`src/rtl/decode_stage_hz_if.sv`:
```
`default_nettype none
// ============================================================================
// Module      : decode_stage_hz_if
// Description : Bundle of the decode-stage signals: fetched instruction,
//               writeback port, flush request, hazard outputs and the
//               registered ID/EX outputs.
// Revision    : 1.0 - initial release
// ============================================================================
interface decode_stage_hz_if #(
   parameter int XLEN        = 32,
   parameter int STALL_CNT_W = 16
);
   logic [31:0]            InstructionD;
   logic [XLEN-1:0]        PCPlus4D;
   logic                   RegWriteW;
   logic [4:0]             WriteRegW;
   logic [XLEN-1:0]        ResultW;
   logic                   FlushE;
   logic                   StallF;
   logic                   StallD;
   logic [XLEN-1:0]        PCPlus4E;
   logic [XLEN-1:0]        SignImmE;
   logic [XLEN-1:0]        RD1E;
   logic [XLEN-1:0]        RD2E;
   logic [4:0]             RsE;
   logic [4:0]             RtE;
   logic [4:0]             RdE;
   logic                   RegWriteE;
   logic                   MemtoRegE;
   logic                   MemWriteE;
   logic                   BranchE;
   logic                   ALUSrcE;
   logic                   RegDstE;
   logic [2:0]             ALUControlE;
   logic [STALL_CNT_W-1:0] StallCount;

   // Surrounding pipeline: drives D/W-stage inputs, observes the stage.
   modport master (
      output InstructionD, PCPlus4D, RegWriteW, WriteRegW, ResultW, FlushE,
      input  StallF, StallD, PCPlus4E, SignImmE, RD1E, RD2E, RsE, RtE, RdE,
             RegWriteE, MemtoRegE, MemWriteE, BranchE, ALUSrcE, RegDstE,
             ALUControlE, StallCount
   );

   // Decode stage itself.
   modport slave (
      input  InstructionD, PCPlus4D, RegWriteW, WriteRegW, ResultW, FlushE,
      output StallF, StallD, PCPlus4E, SignImmE, RD1E, RD2E, RsE, RtE, RdE,
             RegWriteE, MemtoRegE, MemWriteE, BranchE, ALUSrcE, RegDstE,
             ALUControlE, StallCount
   );
endinterface
`default_nettype wire

```
`src/rtl/decode_stage_hz.sv`:
```
`default_nettype none
// ============================================================================
// Module      : decode_stage_hz
// Description : MIPS-subset decode stage: register file, sign extension,
//               main/ALU control decode, ID/EX register with flush/bubble,
//               load-use hazard detection and saturating stall counter.
//               Optional macro DECODE_BYPASS_EN: register-file write-through
//               (otherwise a read of a register being written stalls).
// Revision    : 1.0 - initial release
// ============================================================================
module decode_stage_hz #(
   parameter int XLEN        = 32,
   parameter int STALL_CNT_W = 16
) (
   input  logic              clk,
   input  logic              rst,
   decode_stage_hz_if.slave  bus
);
   logic [5:0]             w_op, w_funct;
   logic [4:0]             w_rs, w_rt, w_rd;
   logic [XLEN-1:0]        w_rd1, w_rd2, w_simm;
   logic                   w_wr_en;
   logic                   w_regwrite, w_memtoreg, w_memwrite, w_branch, w_alusrc, w_regdst;
   logic [2:0]             w_aluctl;
   logic                   w_lwstall, w_stall;

   logic [XLEN-1:0]        r_regs [32];
   logic [XLEN-1:0]        r_pc, r_simm, r_rd1, r_rd2;
   logic [4:0]             r_rs, r_rt, r_rd;
   logic                   r_regwrite, r_memtoreg, r_memwrite, r_branch, r_alusrc, r_regdst;
   logic [2:0]             r_aluctl;
   logic [STALL_CNT_W-1:0] r_cnt;

   assign w_op    = bus.InstructionD[31:26];
   assign w_rs    = bus.InstructionD[25:21];
   assign w_rt    = bus.InstructionD[20:16];
   assign w_rd    = bus.InstructionD[15:11];
   assign w_funct = bus.InstructionD[5:0];
   assign w_simm  = {{(XLEN-16){bus.InstructionD[15]}}, bus.InstructionD[15:0]};
   assign w_wr_en = bus.RegWriteW && (bus.WriteRegW != 5'd0);

   // Register file storage; cleared on reset, $0 never written.
   always_ff @(posedge clk) begin
      if (rst) begin
         for (int i = 0; i < 32; i++) r_regs[i] <= '0;
      end else if (w_wr_en) begin
         r_regs[bus.WriteRegW] <= bus.ResultW;
      end
   end

`ifdef DECODE_BYPASS_EN
   // Combinational reads with same-cycle write-through from writeback.
   always_comb begin
      w_rd1 = (w_rs == 5'd0) ? '0 : r_regs[w_rs];
      w_rd2 = (w_rt == 5'd0) ? '0 : r_regs[w_rt];
      if (w_wr_en && (bus.WriteRegW == w_rs)) w_rd1 = bus.ResultW;
      if (w_wr_en && (bus.WriteRegW == w_rt)) w_rd2 = bus.ResultW;
   end
   assign w_stall = w_lwstall;
`else
   logic w_wstall;
   // Combinational reads return the stored value; a pending write stalls instead.
   always_comb begin
      w_rd1 = (w_rs == 5'd0) ? '0 : r_regs[w_rs];
      w_rd2 = (w_rt == 5'd0) ? '0 : r_regs[w_rt];
   end
   assign w_wstall = w_wr_en && ((bus.WriteRegW == w_rs) || (bus.WriteRegW == w_rt));
   assign w_stall  = w_lwstall | w_wstall;
`endif

   // Main and ALU control decode; unsupported encodings decode as nop.
   always_comb begin
      w_regwrite = 1'b0;
      w_memtoreg = 1'b0;
      w_memwrite = 1'b0;
      w_branch   = 1'b0;
      w_alusrc   = 1'b0;
      w_regdst   = 1'b0;
      w_aluctl   = 3'b000;
      case (w_op)
         6'b000000: begin
            w_regwrite = 1'b1;
            w_regdst   = 1'b1;
            case (w_funct)
               6'b100000: w_aluctl = 3'b010;
               6'b100010: w_aluctl = 3'b110;
               6'b100100: w_aluctl = 3'b000;
               6'b100101: w_aluctl = 3'b001;
               6'b101010: w_aluctl = 3'b111;
               default: begin
                  w_regwrite = 1'b0;
                  w_regdst   = 1'b0;
               end
            endcase
         end
         6'b100011: begin
            w_regwrite = 1'b1;
            w_alusrc   = 1'b1;
            w_memtoreg = 1'b1;
            w_aluctl   = 3'b010;
         end
         6'b101011: begin
            w_memwrite = 1'b1;
            w_alusrc   = 1'b1;
            w_aluctl   = 3'b010;
         end
         6'b000100: begin
            w_branch = 1'b1;
            w_aluctl = 3'b110;
         end
         6'b001000: begin
            w_regwrite = 1'b1;
            w_alusrc   = 1'b1;
            w_aluctl   = 3'b010;
         end
         default: ;
      endcase
   end

   assign w_lwstall  = r_memtoreg && (r_rt != 5'd0) && ((r_rt == w_rs) || (r_rt == w_rt));
   assign bus.StallF = w_stall;
   assign bus.StallD = w_stall;

   // ID/EX register: reset, then bubble on flush or stall, else capture D.
   always_ff @(posedge clk) begin
      if (rst || bus.FlushE || w_stall) begin
         r_pc       <= '0;
         r_simm     <= '0;
         r_rd1      <= '0;
         r_rd2      <= '0;
         r_rs       <= 5'd0;
         r_rt       <= 5'd0;
         r_rd       <= 5'd0;
         r_regwrite <= 1'b0;
         r_memtoreg <= 1'b0;
         r_memwrite <= 1'b0;
         r_branch   <= 1'b0;
         r_alusrc   <= 1'b0;
         r_regdst   <= 1'b0;
         r_aluctl   <= 3'b000;
      end else begin
         r_pc       <= bus.PCPlus4D;
         r_simm     <= w_simm;
         r_rd1      <= w_rd1;
         r_rd2      <= w_rd2;
         r_rs       <= w_rs;
         r_rt       <= w_rt;
         r_rd       <= w_rd;
         r_regwrite <= w_regwrite;
         r_memtoreg <= w_memtoreg;
         r_memwrite <= w_memwrite;
         r_branch   <= w_branch;
         r_alusrc   <= w_alusrc;
         r_regdst   <= w_regdst;
         r_aluctl   <= w_aluctl;
      end
   end

   // Stall-cycle counter, saturating at all-ones.
   always_ff @(posedge clk) begin
      if (rst) begin
         r_cnt <= '0;
      end else if (w_stall && (r_cnt != {STALL_CNT_W{1'b1}})) begin
         r_cnt <= r_cnt + STALL_CNT_W'(1);
      end
   end

   assign bus.PCPlus4E    = r_pc;
   assign bus.SignImmE    = r_simm;
   assign bus.RD1E        = r_rd1;
   assign bus.RD2E        = r_rd2;
   assign bus.RsE         = r_rs;
   assign bus.RtE         = r_rt;
   assign bus.RdE         = r_rd;
   assign bus.RegWriteE   = r_regwrite;
   assign bus.MemtoRegE   = r_memtoreg;
   assign bus.MemWriteE   = r_memwrite;
   assign bus.BranchE     = r_branch;
   assign bus.ALUSrcE     = r_alusrc;
   assign bus.RegDstE     = r_regdst;
   assign bus.ALUControlE = r_aluctl;
   assign bus.StallCount  = r_cnt;
endmodule
`default_nettype wire

```
`src/flat_wrapper.sv`:
```
// flat-port wrapper written by rule: the top's interface ports become plain ports
module decode_stage_hz_flat 
#(
   parameter int XLEN        = 32,
   parameter int STALL_CNT_W = 16
)
  (clk, rst, bus_InstructionD, bus_PCPlus4D, bus_RegWriteW, bus_WriteRegW, bus_ResultW, bus_FlushE, bus_StallF, bus_StallD, bus_PCPlus4E, bus_SignImmE, bus_RD1E, bus_RD2E, bus_RsE, bus_RtE, bus_RdE, bus_RegWriteE, bus_MemtoRegE, bus_MemWriteE, bus_BranchE, bus_ALUSrcE, bus_RegDstE, bus_ALUControlE, bus_StallCount);
  decode_stage_hz_if #(.XLEN(XLEN), .STALL_CNT_W(STALL_CNT_W)) bus_i ();
  input  logic clk;
  input  logic rst;
  input wire logic [$bits(bus_i.InstructionD)-1:0] bus_InstructionD;
  input wire logic [$bits(bus_i.PCPlus4D)-1:0] bus_PCPlus4D;
  input wire logic [$bits(bus_i.RegWriteW)-1:0] bus_RegWriteW;
  input wire logic [$bits(bus_i.WriteRegW)-1:0] bus_WriteRegW;
  input wire logic [$bits(bus_i.ResultW)-1:0] bus_ResultW;
  input wire logic [$bits(bus_i.FlushE)-1:0] bus_FlushE;
  output wire logic [$bits(bus_i.StallF)-1:0] bus_StallF;
  output wire logic [$bits(bus_i.StallD)-1:0] bus_StallD;
  output wire logic [$bits(bus_i.PCPlus4E)-1:0] bus_PCPlus4E;
  output wire logic [$bits(bus_i.SignImmE)-1:0] bus_SignImmE;
  output wire logic [$bits(bus_i.RD1E)-1:0] bus_RD1E;
  output wire logic [$bits(bus_i.RD2E)-1:0] bus_RD2E;
  output wire logic [$bits(bus_i.RsE)-1:0] bus_RsE;
  output wire logic [$bits(bus_i.RtE)-1:0] bus_RtE;
  output wire logic [$bits(bus_i.RdE)-1:0] bus_RdE;
  output wire logic [$bits(bus_i.RegWriteE)-1:0] bus_RegWriteE;
  output wire logic [$bits(bus_i.MemtoRegE)-1:0] bus_MemtoRegE;
  output wire logic [$bits(bus_i.MemWriteE)-1:0] bus_MemWriteE;
  output wire logic [$bits(bus_i.BranchE)-1:0] bus_BranchE;
  output wire logic [$bits(bus_i.ALUSrcE)-1:0] bus_ALUSrcE;
  output wire logic [$bits(bus_i.RegDstE)-1:0] bus_RegDstE;
  output wire logic [$bits(bus_i.ALUControlE)-1:0] bus_ALUControlE;
  output wire logic [$bits(bus_i.StallCount)-1:0] bus_StallCount;
  assign bus_i.InstructionD = bus_InstructionD;
  assign bus_i.PCPlus4D = bus_PCPlus4D;
  assign bus_i.RegWriteW = bus_RegWriteW;
  assign bus_i.WriteRegW = bus_WriteRegW;
  assign bus_i.ResultW = bus_ResultW;
  assign bus_i.FlushE = bus_FlushE;
  assign bus_StallF = bus_i.StallF;
  assign bus_StallD = bus_i.StallD;
  assign bus_PCPlus4E = bus_i.PCPlus4E;
  assign bus_SignImmE = bus_i.SignImmE;
  assign bus_RD1E = bus_i.RD1E;
  assign bus_RD2E = bus_i.RD2E;
  assign bus_RsE = bus_i.RsE;
  assign bus_RtE = bus_i.RtE;
  assign bus_RdE = bus_i.RdE;
  assign bus_RegWriteE = bus_i.RegWriteE;
  assign bus_MemtoRegE = bus_i.MemtoRegE;
  assign bus_MemWriteE = bus_i.MemWriteE;
  assign bus_BranchE = bus_i.BranchE;
  assign bus_ALUSrcE = bus_i.ALUSrcE;
  assign bus_RegDstE = bus_i.RegDstE;
  assign bus_ALUControlE = bus_i.ALUControlE;
  assign bus_StallCount = bus_i.StallCount;
  decode_stage_hz #(.XLEN(XLEN), .STALL_CNT_W(STALL_CNT_W)) u_core (.clk(clk), .rst(rst), .bus(bus_i));
endmodule
```
`config.mk`:
```
export PLATFORM = sky130hd
export DESIGN_NAME = decode_stage_hz_flat
export DESIGN_NICKNAME = d
export VERILOG_FILES = /design/src/rtl/decode_stage_hz_if.sv /design/src/rtl/decode_stage_hz.sv /design/src/flat_wrapper.sv
export SDC_FILE = /design/constraint.sdc
export NUM_CORES = 2
export LEC_CHECK = 0
export BUFFER_PORTS_ARGS = -buffer_cell sky130_fd_sc_hd__buf_4
export CORE_UTILIZATION = 40
export DETAILED_ROUTE_END_ITERATION = 10
export HOLD_SLACK_MARGIN = 0.08
export PLACE_DENSITY_LB_ADDON = 0.25
export SETUP_SLACK_MARGIN = 0.2
export SLEW_MARGIN = 5
export SYNTH_ARGS = -nofsm -noshare
export SYNTH_HDL_FRONTEND = slang
export SYNTH_SLANG_ARGS = --single-unit
```
`constraint.sdc`:
```
create_clock -name clk -period 3.6 [get_ports clk]
set_input_delay 0.36 -clock clk [delete_from_list [all_inputs] [get_ports clk]]
set_output_delay 0.36 -clock clk [all_outputs]
set_load 0.03 [all_outputs]
```
==> impl_metrics.env <==
export IMPL_dieArea_um2=148400
export IMPL_worstSetupPathType="input pin to primary output"
export IMPL_critical_path_top_delay_family="buffers and inverters"
export IMPL_io_buffers=274
export IMPL_num_rows=140
export IMPL_vias=35949
export IMPL_power_total_mw=33.49
export IMPL_max_cap_violations=0
export IMPL_synth_compound_area_share=0.006304
export IMPL_cts_tree="done"
export IMPL_avgRoutedWirePerCell_um=34.24
export IMPL_finalNonFillerCells=5934
export IMPL_syn_area_per_cell_um2=16.27
export IMPL_grtUsageTotal=0.2753
export IMPL_drt_wl_total_um=203200
export IMPL_post_synth_top_count_cell="and2_1"
export IMPL_synth_area_mux_share=0.2563
export IMPL_drc=0
export IMPL_post_cts_repair_setup_buffers=0
export IMPL_fin_nets=4009
export IMPL_netlist_top_cells_area="edfxtp_1 (52%), mux4_2 (25%), and2_1 (11%)"
export IMPL_vdd_drop_max_mv=0.4094
export IMPL_maxSlewViolCount=0
export IMPL_io_pins=275
export IMPL_gp_congestion=0.8455
export IMPL_ys_top_cells_by_count="and2_1 (1051), edfxtp_1 (1024), mux4_2 (640)"
export IMPL_top_layer_used="met5"
export IMPL_crit_fanout=24
export IMPL_leakage_nw=24.08
export IMPL_yosysUniqueCellTypes=53
export IMPL_synth_fa_ha_area_frac=0.0002130
export IMPL_cpMostUsedCell="buf_4"
export IMPL_area_growth_pct=16.82
export IMPL_htree_num_levels=4
export IMPL_rsz0062_at_grt="false"
export IMPL_fp_dieW_um=385.2
export IMPL_cts_resized=0
export IMPL_core_area_um2=145700
export IMPL_synthFlopType="edfxtp_1"
export IMPL_numCtsBuffers=132
export IMPL_die_y_um=385.2
export IMPL_fin_crit_sh=0.8868
export IMPL_clk_path_buf_depth=3
export IMPL_fmax_mhz=313.2
export IMPL_crit_arrival_ps=2830
export IMPL_clock_tree_root_cell="clkbuf_16"
export IMPL_antenna_left=0
export IMPL_grt_pass1_wl_um=280800
export IMPL_viasPerCell=6.058
export IMPL_tightest_slew_ps=902.8
export IMPL_crit_buf_inv=4
export IMPL_grt_max_degree=55
export IMPL_finClkSkew_ps=28.04
export IMPL_mappedNetlistArea_um2=58750
export IMPL_grt_overflow=0
export IMPL_synth_top_cell_area_share=0.5234
export IMPL_p_per_area_nw_per_um2=488.0
export IMPL_crit_path_cell_trace="dlygate4sd3_1 -> buf_4 -> xor2_1 -> nor3_2 -> a22oi_1 -> o22a_2 -> inv_1 -> buf_4"
export IMPL_synth_top_family_by_area="multiplexers"
export IMPL_synth_yosys_seq_area_share=0.5735
export IMPL_synth_seq_cells=1171
export IMPL_fin_crit_ps=3193
export IMPL_cpPeakStageDelay_ps=560
export IMPL_drt_iter0_markers=4757
export IMPL_synth_simple_area_share=0.1303
export IMPL_placedCellCount=5617
export IMPL_synth_edf_count=1024
export IMPL_clock_latency_ps=780
export IMPL_grt_pass1_vias=35577
export IMPL_netlist_instances=3611
export IMPL_clkTransAtPathRegs_ps=60
export IMPL_antenna_found_initial=28
export IMPL_status="complete, no violations"
export IMPL_wl_met1_um=77790
export IMPL_wl_met3_um=22220
export IMPL_end_kind="primary output"
export IMPL_worstPathRequired_ps=3240
export IMPL_startpoint_type="input pin"
export IMPL_clock_sinks=1171
export IMPL_wl_met2_um=96080
export IMPL_hp_class="input pin to register"
export IMPL_drive_above_1_share=0.3398
export IMPL_holdBufCountCts=69
export IMPL_drtPass1Iterations=5
export IMPL_yosysWarnings=0
export IMPL_place_hpwl_um=118900
export IMPL_yosysTopAreaCell="edfxtp_1"
export IMPL_synth_xor_area_share=0.002982
export IMPL_hold_violations=0
export IMPL_timing_slew_headroom=0.3981
export IMPL_setup_viol=0
export IMPL_start_util=0.4031
export IMPL_setup_tns_final_ps=0
export IMPL_slowest_stage="dlygate4sd3_1"
export IMPL_async_flop_share=0
## final cells by class
class                      instances  area, um2
clock inverter                    49      519.2
multi-input combinational       2071      23640
timing repair buffer             524       4569
inverter                           3      11.26
tap                             1917       2399
clock buffer                     190       3776
sequential                      1171      33690
antenna                            9      22.52
fill                           12263      77110
## layout by cell type (no fill, tap or decap), types with 7 or more instances in the layout
cell type / synthesis / final
a21oi_1: 17 / 17
and2_1: 1051 / 1051
and3_1: 7 / 7
buf_12: 0 / 34
buf_4: 37 / 415
bufinv_16: 0 / 9
clkbuf_1: 264 / 37
clkbuf_16: 0 / 136
clkbuf_8: 0 / 17
clkinv_1: 0 / 13
clkinv_2: 0 / 13
conb_1: 1 / 32
dfxtp_1: 147 / 147
diode_2: 0 / 9
dlygate4sd3_1: 0 / 69
edfxtp_1: 1024 / 1024
inv_6: 0 / 10
mux2i_1: 64 / 64
mux4_2: 640 / 640
nand2_1: 8 / 8
nand3_1: 12 / 12
nand3b_1: 7 / 7
nor2_1: 108 / 77
nor2_4: 0 / 31
o31ai_1: 10 / 10
or2_2: 32 / 32
or4_1: 12 / 12
xor2_1: 20 / 20
## per-layer routing
metal | vias up | global-route usage
li1 | 14401 | -
met1 | 18851 | 0.3668
met2 | 2288 | 0.4388
met3 | 403 | 0.06820
met4 | 6 | 0.09647
met5 | - | 0
## stage by stage
step | hold slack (ps) | utilization | setup WS, ps | area (um2)
floorplan | 438.5 | - | 1193 | 58860
global placement | 492.6 | 0.4365 | 550.8 | 63620
detailed placement | 495.3 | 0.4365 | 568.2 | 63620
CTS | 81.19 | 0.4708 | 430.8 | 68610
global route | 109.0 | 0.4708 | 288.4 | 68610
finish | 116.6 | 0.4709 | 407.5 | 68630
## power by group
| group | internal (mW) | switching (mW) |
|---|---|---|
| Clock | 7.95 | 5.66 |
| Sequential | 15.5 | 0.396 |
| Combinational | 1.83 | 2.17 |
## registers in the layout (all words and copies together), names as in the netlist
register	flops
u_core.bus.PCPlus4E	32
u_core.bus.RdE	5
u_core.r_regs	1024
u_core.bus.RD2E	32
u_core.bus.SignImmE	11
u_core.bus.ALUSrcE	1
u_core.bus.ALUControlE	3
u_core.bus.RegWriteE	1
u_core.bus.RegDstE	1
u_core.bus.RsE	5
u_core.bus.StallCount	16
u_core.bus.MemWriteE	1
u_core.bus.RD1E	32
u_core.bus.RtE	5
u_core.bus.MemtoRegE	1
u_core.bus.BranchE	1
## path summary, 6_finish.rpt
| kind | slack, ps | cells past startpoint | end | start |
|---|---|---|---|---|
| hold reg to reg | 510 | 2 | u_core.bus.StallCount[8] | u_core.bus.StallCount[8] |
| setup / recovery | 410 | 8 | bus_StallF | bus_InstructionD[19] |
| setup reg to reg | 720 | 6 | u_core.bus.MemtoRegE | u_core.bus.RtE[0] |
| hold / removal | 120 | 2 | u_core.r_regs[23][20] | bus_ResultW[20] |
## cell families after synthesis
family,after synthesis
and+or+nand+nor,1262
DFF,1171
muxes,704
buffers and inverters,400
AOI/OAI and AO/OA,52
xor gates and xnor gates,20
adders and majority gates,1
other,1
Power figures use the tool's default switching activity.
